--- src/rtl/pipe_pkg.sv ---
// Shared types and constants for the pipeline hazard controller: FSM encoding,
// writer-stage distances, forward-select codes and the source/writer match rule.
package pipe_pkg;

    typedef enum logic [1:0] {
        StRun   = 2'd0,
        StStall = 2'd1,
        StFlush = 2'd2
    } state_e;

    localparam int unsigned DIST_EX  = 3;
    localparam int unsigned DIST_MEM = 2;
    localparam int unsigned DIST_WR  = 1;

    typedef enum logic [1:0] {
        FwdRf   = 2'b00,
        FwdWr   = 2'b01,
        FwdMem  = 2'b10,
        FwdRsvd = 2'b11
    } fwd_sel_e;

    // r0 is hardwired to zero, so it never creates a dependency.
    function automatic logic src_hit(input logic use_src, input logic [4:0] src,
                                     input logic regwr, input logic [4:0] rw);
        return use_src && (src != 5'd0) && regwr && (rw == src);
    endfunction

endpackage

--- src/rtl/pipe_hazard_ctrl_if.sv ---
// Pipeline <-> hazard controller signal bundle. Forwarding selects exist only
// when PIPE_FWD_EN is defined.
interface pipe_hazard_ctrl_if #(
    parameter int unsigned CNT_W = 16
);
    logic [4:0]       id_rs;
    logic [4:0]       id_rt;
    logic             id_use_rs;
    logic             id_use_rt;
    logic [4:0]       ex_rw;
    logic             ex_regwr;
    logic             ex_memtoreg;
    logic [4:0]       mem_rw;
    logic             mem_regwr;
    logic [4:0]       wr_rw;
    logic             wr_regwr;
    logic             ex_br_taken;
    logic             pc_hold;
    logic             ifid_hold;
    logic             ifid_flush;
    logic             idex_bubble;
    logic             pc_load_br;
    logic [CNT_W-1:0] stall_cnt;
    logic [CNT_W-1:0] flush_cnt;
`ifdef PIPE_FWD_EN
    logic [1:0]       fwd_a;
    logic [1:0]       fwd_b;
`endif

    modport master (
        output id_rs, id_rt, id_use_rs, id_use_rt, ex_rw, ex_regwr, ex_memtoreg,
               mem_rw, mem_regwr, wr_rw, wr_regwr, ex_br_taken,
`ifdef PIPE_FWD_EN
        input  fwd_a, fwd_b,
`endif
        input  pc_hold, ifid_hold, ifid_flush, idex_bubble, pc_load_br,
               stall_cnt, flush_cnt
    );

    modport slave (
        input  id_rs, id_rt, id_use_rs, id_use_rt, ex_rw, ex_regwr, ex_memtoreg,
               mem_rw, mem_regwr, wr_rw, wr_regwr, ex_br_taken,
`ifdef PIPE_FWD_EN
        output fwd_a, fwd_b,
`endif
        output pc_hold, ifid_hold, ifid_flush, idex_bubble, pc_load_br,
               stall_cnt, flush_cnt
    );

endinterface

--- src/rtl/hazard_match.sv ---
// Combinational RAW comparator: ID sources against EX/Mem/Wr writers.
// With PIPE_FWD_EN only load-use stalls and forward selects are produced.
module hazard_match
    import pipe_pkg::*;
(
    input  logic [4:0] id_rs,
    input  logic [4:0] id_rt,
    input  logic       id_use_rs,
    input  logic       id_use_rt,
    input  logic [4:0] ex_rw,
    input  logic       ex_regwr,
    input  logic [4:0] mem_rw,
    input  logic       mem_regwr,
    input  logic [4:0] wr_rw,
    input  logic       wr_regwr,
`ifdef PIPE_FWD_EN
    input  logic       ex_memtoreg,
    output logic [1:0] fwd_a,
    output logic [1:0] fwd_b,
`endif
    output logic [1:0] need
);

    logic rs_ex, rs_mem, rs_wr;
    logic rt_ex, rt_mem, rt_wr;

    assign rs_ex  = src_hit(id_use_rs, id_rs, ex_regwr,  ex_rw);
    assign rs_mem = src_hit(id_use_rs, id_rs, mem_regwr, mem_rw);
    assign rs_wr  = src_hit(id_use_rs, id_rs, wr_regwr,  wr_rw);
    assign rt_ex  = src_hit(id_use_rt, id_rt, ex_regwr,  ex_rw);
    assign rt_mem = src_hit(id_use_rt, id_rt, mem_regwr, mem_rw);
    assign rt_wr  = src_hit(id_use_rt, id_rt, wr_regwr,  wr_rw);

`ifdef PIPE_FWD_EN
    // A load result is not available until after Mem, so only load-use stalls.
    assign need = ((rs_ex || rt_ex) && ex_memtoreg) ? 2'(DIST_WR) : 2'd0;

    always_comb begin
        fwd_a = FwdRf;
        fwd_b = FwdRf;
        if (rs_mem)     fwd_a = FwdMem;
        else if (rs_wr) fwd_a = FwdWr;
        if (rt_mem)     fwd_b = FwdMem;
        else if (rt_wr) fwd_b = FwdWr;
    end
`else
    // Nearest writer dominates: it needs the longest wait.
    always_comb begin
        need = 2'd0;
        if (rs_ex || rt_ex)        need = 2'(DIST_EX);
        else if (rs_mem || rt_mem) need = 2'(DIST_MEM);
        else if (rs_wr || rt_wr)   need = 2'(DIST_WR);
    end
`endif

endmodule

--- src/rtl/pipe_hazard_ctrl.sv ---
// Pipeline sequencing controller: RAW stalls, branch squash, perf counters.
// Optional forwarding mode selected by defining PIPE_FWD_EN.
module pipe_hazard_ctrl
    import pipe_pkg::*;
#(
    parameter int unsigned FLUSH_CYCLES = 2,
    parameter int unsigned CNT_W        = 16
) (
    input logic               clk,
    input logic               rst_n,
    pipe_hazard_ctrl_if.slave bus
);

    localparam logic [1:0] FlushLoad  = 2'(FLUSH_CYCLES - 1);
    localparam bit         FlushMulti = (FLUSH_CYCLES > 1);

    state_e           state;
    logic [1:0]       cnt;
    logic [CNT_W-1:0] stall_cnt;
    logic [CNT_W-1:0] flush_cnt;
    logic [1:0]       need;
    logic             take_br;
    logic             pc_hold, ifid_hold, ifid_flush, idex_bubble, pc_load_br;

    hazard_match u_match (
        .id_rs       (bus.id_rs),
        .id_rt       (bus.id_rt),
        .id_use_rs   (bus.id_use_rs),
        .id_use_rt   (bus.id_use_rt),
        .ex_rw       (bus.ex_rw),
        .ex_regwr    (bus.ex_regwr),
        .mem_rw      (bus.mem_rw),
        .mem_regwr   (bus.mem_regwr),
        .wr_rw       (bus.wr_rw),
        .wr_regwr    (bus.wr_regwr),
`ifdef PIPE_FWD_EN
        .ex_memtoreg (bus.ex_memtoreg),
        .fwd_a       (bus.fwd_a),
        .fwd_b       (bus.fwd_b),
`endif
        .need        (need)
    );

`ifndef PIPE_FWD_EN
    logic unused_memtoreg;
    assign unused_memtoreg = bus.ex_memtoreg;
`endif

    // The instruction in EX during a flush is itself squashed, so its branch is ignored.
    assign take_br = bus.ex_br_taken && (state != StFlush);

    always_comb begin
        pc_hold     = 1'b0;
        ifid_hold   = 1'b0;
        ifid_flush  = 1'b0;
        idex_bubble = 1'b0;
        pc_load_br  = 1'b0;
        if (rst_n) begin
            if (take_br) begin
                pc_load_br  = 1'b1;
                ifid_flush  = 1'b1;
                idex_bubble = 1'b1;
            end else begin
                unique case (state)
                    StRun: begin
                        pc_hold     = (need != 2'd0);
                        ifid_hold   = (need != 2'd0);
                        idex_bubble = (need != 2'd0);
                    end
                    StStall: begin
                        pc_hold     = 1'b1;
                        ifid_hold   = 1'b1;
                        idex_bubble = 1'b1;
                    end
                    StFlush: begin
                        ifid_flush  = 1'b1;
                        idex_bubble = 1'b1;
                    end
                    default: ;
                endcase
            end
        end
    end

    always_ff @(negedge clk or negedge rst_n) begin
        if (!rst_n) begin
            state     <= StRun;
            cnt       <= 2'd0;
            stall_cnt <= '0;
            flush_cnt <= '0;
        end else begin
            if (take_br) begin
                cnt   <= FlushLoad;
                state <= FlushMulti ? StFlush : StRun;
            end else begin
                unique case (state)
                    StRun: begin
                        if (need != 2'd0) begin
                            cnt   <= need - 2'd1;
                            state <= (need > 2'd1) ? StStall : StRun;
                        end
                    end
                    StStall, StFlush: begin
                        if (cnt <= 2'd1) begin
                            cnt   <= 2'd0;
                            state <= StRun;
                        end else begin
                            cnt <= cnt - 2'd1;
                        end
                    end
                    default: begin
                        cnt   <= 2'd0;
                        state <= StRun;
                    end
                endcase
            end
            if (pc_hold && (stall_cnt != '1))    stall_cnt <= stall_cnt + 1'b1;
            if (ifid_flush && (flush_cnt != '1)) flush_cnt <= flush_cnt + 1'b1;
        end
    end

    assign bus.pc_hold     = pc_hold;
    assign bus.ifid_hold   = ifid_hold;
    assign bus.ifid_flush  = ifid_flush;
    assign bus.idex_bubble = idex_bubble;
    assign bus.pc_load_br  = pc_load_br;
    assign bus.stall_cnt   = stall_cnt;
    assign bus.flush_cnt   = flush_cnt;

endmodule

--- src/flat_wrapper.sv ---
// flat-port wrapper written by rule: the top's interface ports become plain ports
module pipe_hazard_ctrl_flat import pipe_pkg::*;
#(
    parameter int unsigned FLUSH_CYCLES = 2,
    parameter int unsigned CNT_W        = 16
)
  (clk, rst_n, bus_id_rs, bus_id_rt, bus_id_use_rs, bus_id_use_rt, bus_ex_rw, bus_ex_regwr, bus_ex_memtoreg, bus_mem_rw, bus_mem_regwr, bus_wr_rw, bus_wr_regwr, bus_ex_br_taken, bus_pc_hold, bus_ifid_hold, bus_ifid_flush, bus_idex_bubble, bus_pc_load_br, bus_stall_cnt, bus_flush_cnt);
  pipe_hazard_ctrl_if #(.CNT_W(CNT_W)) bus_i ();
  input logic clk;
  input logic rst_n;
  input wire logic [$bits(bus_i.id_rs)-1:0] bus_id_rs;
  input wire logic [$bits(bus_i.id_rt)-1:0] bus_id_rt;
  input wire logic [$bits(bus_i.id_use_rs)-1:0] bus_id_use_rs;
  input wire logic [$bits(bus_i.id_use_rt)-1:0] bus_id_use_rt;
  input wire logic [$bits(bus_i.ex_rw)-1:0] bus_ex_rw;
  input wire logic [$bits(bus_i.ex_regwr)-1:0] bus_ex_regwr;
  input wire logic [$bits(bus_i.ex_memtoreg)-1:0] bus_ex_memtoreg;
  input wire logic [$bits(bus_i.mem_rw)-1:0] bus_mem_rw;
  input wire logic [$bits(bus_i.mem_regwr)-1:0] bus_mem_regwr;
  input wire logic [$bits(bus_i.wr_rw)-1:0] bus_wr_rw;
  input wire logic [$bits(bus_i.wr_regwr)-1:0] bus_wr_regwr;
  input wire logic [$bits(bus_i.ex_br_taken)-1:0] bus_ex_br_taken;
  output wire logic [$bits(bus_i.pc_hold)-1:0] bus_pc_hold;
  output wire logic [$bits(bus_i.ifid_hold)-1:0] bus_ifid_hold;
  output wire logic [$bits(bus_i.ifid_flush)-1:0] bus_ifid_flush;
  output wire logic [$bits(bus_i.idex_bubble)-1:0] bus_idex_bubble;
  output wire logic [$bits(bus_i.pc_load_br)-1:0] bus_pc_load_br;
  output wire logic [$bits(bus_i.stall_cnt)-1:0] bus_stall_cnt;
  output wire logic [$bits(bus_i.flush_cnt)-1:0] bus_flush_cnt;
  assign bus_i.id_rs = bus_id_rs;
  assign bus_i.id_rt = bus_id_rt;
  assign bus_i.id_use_rs = bus_id_use_rs;
  assign bus_i.id_use_rt = bus_id_use_rt;
  assign bus_i.ex_rw = bus_ex_rw;
  assign bus_i.ex_regwr = bus_ex_regwr;
  assign bus_i.ex_memtoreg = bus_ex_memtoreg;
  assign bus_i.mem_rw = bus_mem_rw;
  assign bus_i.mem_regwr = bus_mem_regwr;
  assign bus_i.wr_rw = bus_wr_rw;
  assign bus_i.wr_regwr = bus_wr_regwr;
  assign bus_i.ex_br_taken = bus_ex_br_taken;
  assign bus_pc_hold = bus_i.pc_hold;
  assign bus_ifid_hold = bus_i.ifid_hold;
  assign bus_ifid_flush = bus_i.ifid_flush;
  assign bus_idex_bubble = bus_i.idex_bubble;
  assign bus_pc_load_br = bus_i.pc_load_br;
  assign bus_stall_cnt = bus_i.stall_cnt;
  assign bus_flush_cnt = bus_i.flush_cnt;
  pipe_hazard_ctrl #(.FLUSH_CYCLES(FLUSH_CYCLES), .CNT_W(CNT_W)) u_core (.clk(clk), .rst_n(rst_n), .bus(bus_i));
endmodule
--- config.mk ---
export PLATFORM = sky130hd
export DESIGN_NAME = pipe_hazard_ctrl_flat
export DESIGN_NICKNAME = d
export VERILOG_FILES = /design/src/rtl/pipe_pkg.sv /design/src/rtl/pipe_hazard_ctrl_if.sv /design/src/rtl/hazard_match.sv /design/src/rtl/pipe_hazard_ctrl.sv /design/src/flat_wrapper.sv
export SDC_FILE = /design/constraint.sdc
export NUM_CORES = 1
export LEC_CHECK = 0
export CAP_MARGIN = 15
export CORE_MARGIN = 5
export CORE_UTILIZATION = 48
export CTS_BUF_LIST = sky130_fd_sc_hd__clkbuf_4 sky130_fd_sc_hd__clkbuf_8
export DETAILED_ROUTE_END_ITERATION = 12
export MAX_ROUTING_LAYER = met4
export PLACE_DENSITY = 0.87
export SYNTH_ARGS = -nofsm -noshare
export SYNTH_HDL_FRONTEND = slang
export SYNTH_SLANG_ARGS = --single-unit
--- constraint.sdc ---
create_clock -name clk -period 4.6 [get_ports clk]
set_input_delay 0.92 -clock clk [delete_from_list [all_inputs] [get_ports clk]]
set_output_delay 0.92 -clock clk [all_outputs]
set_load 0.005 [all_outputs]
# ---- Word-level counts from Yosys, hierarchy flattened
# Index checks and enable logic that the tools add are counted.
dict set report classes {
  div 0
  shifts 0
  muxes 23
  n_addsub 4
  n_lt_le_gt_ge 2
  eq_ne 13
  multipliers 0
  reduce_logical 26
  bitwise 0
}
# cell n
set op_table {}
lappend op_table {{16-bit by 1-bit adder with 16-bit output, second input constant} 2}
lappend op_table {{16-bit inequality test, second input constant} 2}
lappend op_table {{5-bit == test} 6}
lappend op_table {{1-bit logical AND} 17}
lappend op_table {{2-bit two-way mux} 8}
lappend op_table {{1-bit two-way mux} 11}
lappend op_table {{5-bit nonzero test} 2}
lappend op_table {{2-bit case mux with 2 select lines} 2}
lappend op_table {{3-bit by 1-bit inequality test with 1-bit output, second input constant} 2}
lappend op_table {{1-bit case mux with 2 select lines} 2}
lappend op_table {{2-bit by 1-bit subtractor with 2-bit output, second input constant} 2}
lappend op_table {{1-bit logical OR} 3}
lappend op_table {{2-bit by 1-bit == test with 1-bit output, second input constant} 1}
lappend op_table {{2-bit == test, second input constant} 1}
lappend op_table {{2-bit by 1-bit > comparator with 1-bit output, second input constant} 1}
lappend op_table {{2-bit by 1-bit <= comparator with 1-bit output, second input constant} 1}
lappend op_table {{2-bit logical NOT} 1}
lappend op_table {{2-bit inequality test, second input constant} 1}
lappend op_table {{2-bit AND reduction} 1}
lappend op_table {{2-bit nonzero test} 1}
lappend op_table {{2-bit OR reduction} 1}
dict set report word_totals {
  regBits 36
  mem_bits_ro 0
  output_inout_bits 37
  latchBits 0
  mem_bits_rw 0
  elab_cells 72
  inputBits 34
  memories 0
}

# ---- Longest topological paths before layout
# Gate-level depths: netlist of the first run.
dict set report logic_depth {
  ltp_word 13
  mapped_depth 14
}

# ---- By module
# Synthesis of the first run repeated with hierarchy kept, for this count alone.
dict set report unflattened {
  hier_cells 246
  hier_area_um2 2417.3
}
# module instances area_each_um2 seq_area_each_um2 cells_per_inst
set by_module_without_submodules {}
lappend by_module_without_submodules {pipe_hazard_ctrl 1 2009.4 900.9 195}
lappend by_module_without_submodules {hazard_match 1 407.9 0.0 51}

==> flow_summary_export.csv, run 1 <==
group,metric,value,unit
die,rows,25,
placement,hpwlAfterDp,4840,microns
outcome,failed_checks,"setup timing",
timing,finClkSkew,0.00669,ns
final_layout,postLayoutCoreUtil,80.4,%
setup_path,crit_path_start_kind,"input pin",
flow_run,drv_cap,0,
final_layout,diodes,0,
synthesis,seq_area_frac_synth,39.4,%
routing,avgViaCountPerCell,5.58,
setup_path,crit_required,2.44,ns
power,power.density,334,nW/um^2
grt,grt_overflow,0,
synthesis,netlist_area,2280,sq um
routing,ant_nets,0,
final_layout,area_delta_synth_final,64.1,%
clock_tree,clock_latency,0.29,ns
timing,setup_viol,25,
clock_tree,clk_pin_slew,0.05,ns
synthesis,synth_edf_count,0,
routing,dr_total_vias,2312,
outcome,status,"complete, but fails checks",
synthesis,yosysWarnings,0,
routing,avgRoutedWirePerCell,18.6,microns
final_layout,design_area,3750,sq um
setup_path,crit_arrival,3.69,ns
synthesis,synth_top_area_share,39.4,%
routing,wl,7710,microns
die,core,4660,sq um
placement,place_congestion,0.865,
placement,port_buffers,69,
clock_tree,clk_path_buf_depth,2,
grt,grt_max_degree,22,
final_layout,drive_gt1_share,35.8,%
die,die_h,79.0,microns
final_layout,seqCellArea,901,sq um
setup_path,crit_type,"in2reg",
grt,antenna_found_initial,0,
setup_path,crit_path_end_kind,"flop",
placement,post-place-cells,390,
die,fp.dieW,79.0,microns
clock_tree,cts-root-buf,"clkbuf_8",
clock_tree,numCtsBuffers,5,
timing,rsz0062_at_grt,"yes",
final_layout,fill_cells,279,
timing,hold_slack,0.427,ns
synthesis,synth-seq-cells,36,
placement,dpl_cell_area,3370,sq um
synthesis,syn_inst,224,
setup_path,worstPathMaxFanout,3,
synthesis,ys.flop_type,"dfrtn_1",
synthesis,netlist_top_cells_area,"dfrtn_1 (39%), xnor2_1 (13%), xor2_1 (9.2%)",
final_layout,instances_no_fill,414,
final_layout,nNetsFinal,400,
die,die_area,6240,sq um
routing,drt_iter0_markers,104,
clock_tree,htreeDepth,2,
clock_tree,cts_tree,"done",
routing,drc_errors,0,
die,start_util,49.0,%
timing,slew_violations,0,
timing,setup_slack,-1.25,ns
grt,grt_pass1_wl,11400,microns
synthesis,yosysUniqueCellTypes,42,
clock_tree,cts_hold_buf,0,
synthesis,synth_common_cells,"dfrtn_1 (36), xnor2_1 (33), xor2_1 (24)",
synthesis,syn-mean-instance-area,10.2,sq um
grt,first_global_vias,2391,
worst_hold_path,hp-class,"reg2reg",
synthesis,async_flop_share,100,%
die,io_pins,71,
grt,track_usage,23.6,%
synthesis,synth.most_common_cell,"dfrtn_1",
timing,maxSlewHeadroom,58.6,%
timing,tightest_slew,0.616,ns
clock_tree,clock-sinks,36,
timing,hold_viol,0,
placement,preCtsSetupSlack,-1.70,ns
power,p_leak,1.66,nW
power,irDropWorstVdd,0.249,mV
final_layout,multi_input_area,1510,sq um
synthesis,syn_nets,265,
routing,detail_route.first_pass.iterations,4,
synthesis,yosysTopAreaCell,"dfrtn_1",
critical path: stages:
cell	delay, ns
buf_2	0.10
buf_4	0.15
xor2_1	0.17
nor4_1	0.51
and4_1	0.30
o21a_1	0.15
nor2b_1	0.05
ha_2	0.17
and2b_2	0.26
o211ai_4	0.12
buf_6	0.14
nor4_4	0.31
buf_4	0.18
nand2_2	0.04
xnor2_1	0.11
path summary, 6_finish.rpt:
check	endpoint	from	slack, ns	depth (start not counted)
worst max-delay path	u_core.bus.stall_cnt[10]	bus_id_rs[1]	-1.25	15
worst min-delay path	u_core.bus.stall_cnt[4]	u_core.bus.stall_cnt[4]	0.43	1
worst max register to register	u_core.bus.flush_cnt[13]	u_core.state[1]	2.49	10
worst min register to register	u_core.bus.stall_cnt[4]	u_core.bus.stall_cnt[4]	0.43	1
max in group asynchronous	u_core.bus.flush_cnt[11]	rst_n	1.46	2
min in group asynchronous	u_core.bus.stall_cnt[15]	rst_n	2.89	2
logic make-up (layout without fill, tap and decap cells):
| logic type | after synthesis | in the layout | share of synthesized area (%) |
|---|---|---|---|
| AOI/OAI and AO/OA | 19 | 19 | 7.78 |
| xor gates and xnor gates | 57 | 57 | 21.9 |
| adders and majority gates | 7 | 7 | 3.83 |
| buffers and inverters | 11 | 147 | 2.30 |
| DFF | 36 | 36 | 39.4 |
| muxes | 4 | 4 | 1.92 |
| and+or+nand+nor | 90 | 90 | 22.9 |
layer usage:
metal / wire length (microns) / global-route usage [%]
met1: 3040 / 26.2
met2: 4050 / 41.2
met3: 328 / 5.78
met4: 293 / 8.93
met5: 0 / -
registers in the layout (all words and copies together) (netlist names):
signal,cells
u_core.bus.flush_cnt,16
u_core.cnt,2
u_core.bus.stall_cnt,16
u_core.state,2
timing repair:
item                       4_1_cts  5_1_grt
setup endpoints to repair       25       28
hold endpoints to repair         0        0
cloned                           0        0
buffers inserted                10       14
resized for setup               99       19
pin swaps                       38       23
cell type report:
| class | instances | share of cell area, % |
|---|---|---|
| clock buffer | 5 | 1.84 |
| clock inverter | 3 | 1.13 |
| inverter | 9 | 0.901 |
| multi-input combinational | 177 | 40.3 |
| sequential | 36 | 24.0 |
| tap | 54 | 1.80 |
| timing repair buffer | 130 | 30.0 |
where the power goes:
| part | leakage (nW) | internal [W] | total [W] | switching (W) |
|---|---|---|---|---|
| logic | 1.14 | 0.000313 | 0.000546 | 0.000233 |
| registers | 0.466 | 0.000373 | 0.000428 | 0.0000552 |
| clock network | 0.0541 | 0.000160 | 0.000277 | 0.000116 |
| total | 1.66 | 0.000846 | 0.00125 | 0.000404 |
cells in the final DEF, fill, tap and decap left out, types with 5 or more instances in the layout:
cell type and n:
buf_4 53, clkdlybuf4s50_1 37, dfrtn_1 36, xnor2_1 32, xor2_1 24, dlygate4sd2_1 17
nand3_1 14, buf_6 13, nand4_1 12, nand2_1 11, buf_2 8, inv_1 6
and3_1 5, nand2_2 5, clkbuf_8 5
stage by stage:
step                total power (W)  setup TNS, ns
finish                      0.00125         -23.50
global route                0.00132         -25.03
CTS                         0.00117         -18.33
detailed placement         0.000860         -35.02
global placement           0.000841         -32.37
floorplan                  0.000601         -18.59
Note: power is estimated with default switching activity, not from simulation.
==> run 2, diff against run 1 <==
REMOVE_ABC_BUFFERS = 1   (was not set)
==> run 2 against run 1 <==
Effect of this change:
- the run still ends with setup timing left
- sequential share of layout area shrank 1.0 points
- critical path depth shrank 1
- sequential cell count is the same
- cell count grew 2.9%
- global-route usage grew 3.5 points
- sequential power grew 1%
- clock skew grew 0.0019 ns
- total power grew 4.6%
- die area is the same
- register-to-register slack lost 0.12 ns
- worst hold slack lost 0.0027 ns
- largest power group unchanged
==> flow_summary_export.csv, run 2 (same netlist as run 1, synthesis figures left out) <==
group,metric,value,unit
routing,drt_iter0_markers,213,
placement,hpwlAfterDp,5040,microns
final_layout,reg_top3,"u_core.bus.flush_cnt: 16 flops, u_core.bus.stall_cnt: 16 flops",
die,die_h,79.0,microns
clock_tree,htreeDepth,2,
grt,antenna_found_initial,0,
timing,setup_viol,35,
setup_path,crit_path_start_kind,"input pin",
timing,rsz0062_at_grt,"yes",
power,irDropWorstVdd,0.262,mV
flow_run,drv_cap,0,
clock_tree,cts_tree,"done",
clock_tree,clk_path_buf_depth,2,
clock_tree,numCtsBuffers,5,
placement,post-place-cells,388,
routing,ant_nets,0,
clock_tree,clock-sinks,36,
final_layout,multi_input_area,1570,sq um
grt,grt_pass1_wl,12800,microns
final_layout,instances_no_fill,426,
die,rows,25,
routing,dr_total_vias,2584,
final_layout,drive_gt1_share,39.0,%
routing,avgRoutedWirePerCell,22.3,microns
final_layout,fill_cells,227,
grt,grt_max_degree,23,
timing,setup_slack,-1.21,ns
routing,drc_errors,0,
timing,hold_viol,0,
clock_tree,cts-root-buf,"clkbuf_8",
setup_path,crit_required,2.46,ns
routing,detail_route.first_pass.iterations,5,
placement,place_congestion,0.973,
die,start_util,49.0,%
clock_tree,cts_hold_buf,0,
clock_tree,clock_latency,0.31,ns
setup_path,crit_arrival,3.67,ns
power,p_leak,1.76,nW
placement,port_buffers,69,
outcome,status,"complete, but fails checks",
die,io_pins,71,
routing,wl,9500,microns
setup_path,crit_path_end_kind,"flop",
placement,preCtsSetupSlack,-1.74,ns
die,die_area,6240,sq um
final_layout,area_delta_synth_final,71.4,%
grt,first_global_vias,2584,
final_layout,final_common_cell,"buf_4",
final_layout,layout_common_cells,"buf_4 (61), clkdlybuf4s50_1 (40), dfrtn_1 (36), xnor2_1 (32), xor2_1 (24)",
final_layout,seqCellArea,901,sq um
final_layout,diodes,0,
setup_path,crit_type,"in2reg",
timing,fin_setup_tns,-24.08,ns
die,fp.dieW,79.0,microns
grt,track_usage,27.1,%
setup_path,worstPathMaxFanout,3,
die,core,4660,sq um
routing,avgViaCountPerCell,6.07,
outcome,failed_checks,"setup timing",
timing,tightest_slew,0.604,ns
timing,finClkSkew,0.00855,ns
power,power.density,334,nW/um^2
final_layout,nNetsFinal,413,
worst_hold_path,hp-class,"reg2reg",
timing,maxSlewHeadroom,59.6,%
timing,slew_violations,0,
grt,grt_overflow,0,
clock_tree,clk_pin_slew,0.05,ns
run 2: worst paths after layout:
check / from / end / slack [ns] / cells after the start
setup / recovery: bus_wr_rw[2] / u_core.bus.stall_cnt[8] / -1.21 / 14
hold / removal: u_core.bus.stall_cnt[5] / u_core.bus.stall_cnt[5] / 0.42 / 1
setup reg to reg: u_core.bus.flush_cnt[0] / u_core.bus.flush_cnt[5] / 2.37 / 8
hold reg to reg: u_core.bus.stall_cnt[5] / u_core.bus.stall_cnt[5] / 0.42 / 1
max in group asynchronous: rst_n / u_core.bus.flush_cnt[1] / 1.47 / 2
min in group asynchronous: rst_n / u_core.bus.stall_cnt[10] / 2.83 / 2
run 2: report_power, final:
group          internal [W]  total (W)  switching, W
registers          0.000373   0.000433     0.0000595
logic              0.000335   0.000616      0.000281
clock network      0.000134   0.000259      0.000126
total              0.000842    0.00131      0.000466
run 2: final cells by class:
type | instances | share of cell area [%]
clock buffers | 7 | 2.46
flip-flops and latches | 36 | 23.0
inverters | 9 | 0.927
multi-input cells | 177 | 40.0
well taps | 54 | 1.73
repair buffers | 143 | 31.9
run 2: per-layer routing:
metal / wire length (microns) / global-route usage [%] / vias up
li1: - / - / 1085
met1: 3410 / 30.0 / 1281
met2: 4960 / 48.7 / 157
met3: 649 / 4.42 / 61
met4: 488 / 10.5 / 0
met5: 0 / - / -
run 2: critical path, cell delays in order:
cell	delay, ns
clkdlybuf4s50_1	0.54
xnor2_1	0.17
nand4_1	0.17
nor3_1	0.27
o21a_1	0.18
nor2b_1	0.06
ha_2	0.18
and2b_2	0.24
o211ai_2	0.12
buf_4	0.17
nor4_4	0.20
buf_4	0.21
nand3_4	0.09
xnor2_2	0.14
run 2: timing repair:
item                                   4_1_cts  5_1_grt
setup endpoints to repair                   27       45
endpoints found under the hold margin        0        0
resized for setup                           96       29
setup buffers                               13       21
pin swaps                                   33       12
run 2: stage by stage:
stage	util [%]	hold slack, ns	power [W]	area [sq um]
2_1_floorplan	-	0.428	0.000599	2270
3_3_place_gp	71.7	0.425	0.000845	3340
3_5_place_dp	71.7	0.431	0.000866	3340
4_1_cts	78.0	0.424	0.00117	3640
5_1_grt	84.0	0.468	0.00136	3920
6_report	84.0	0.424	0.00131	3920
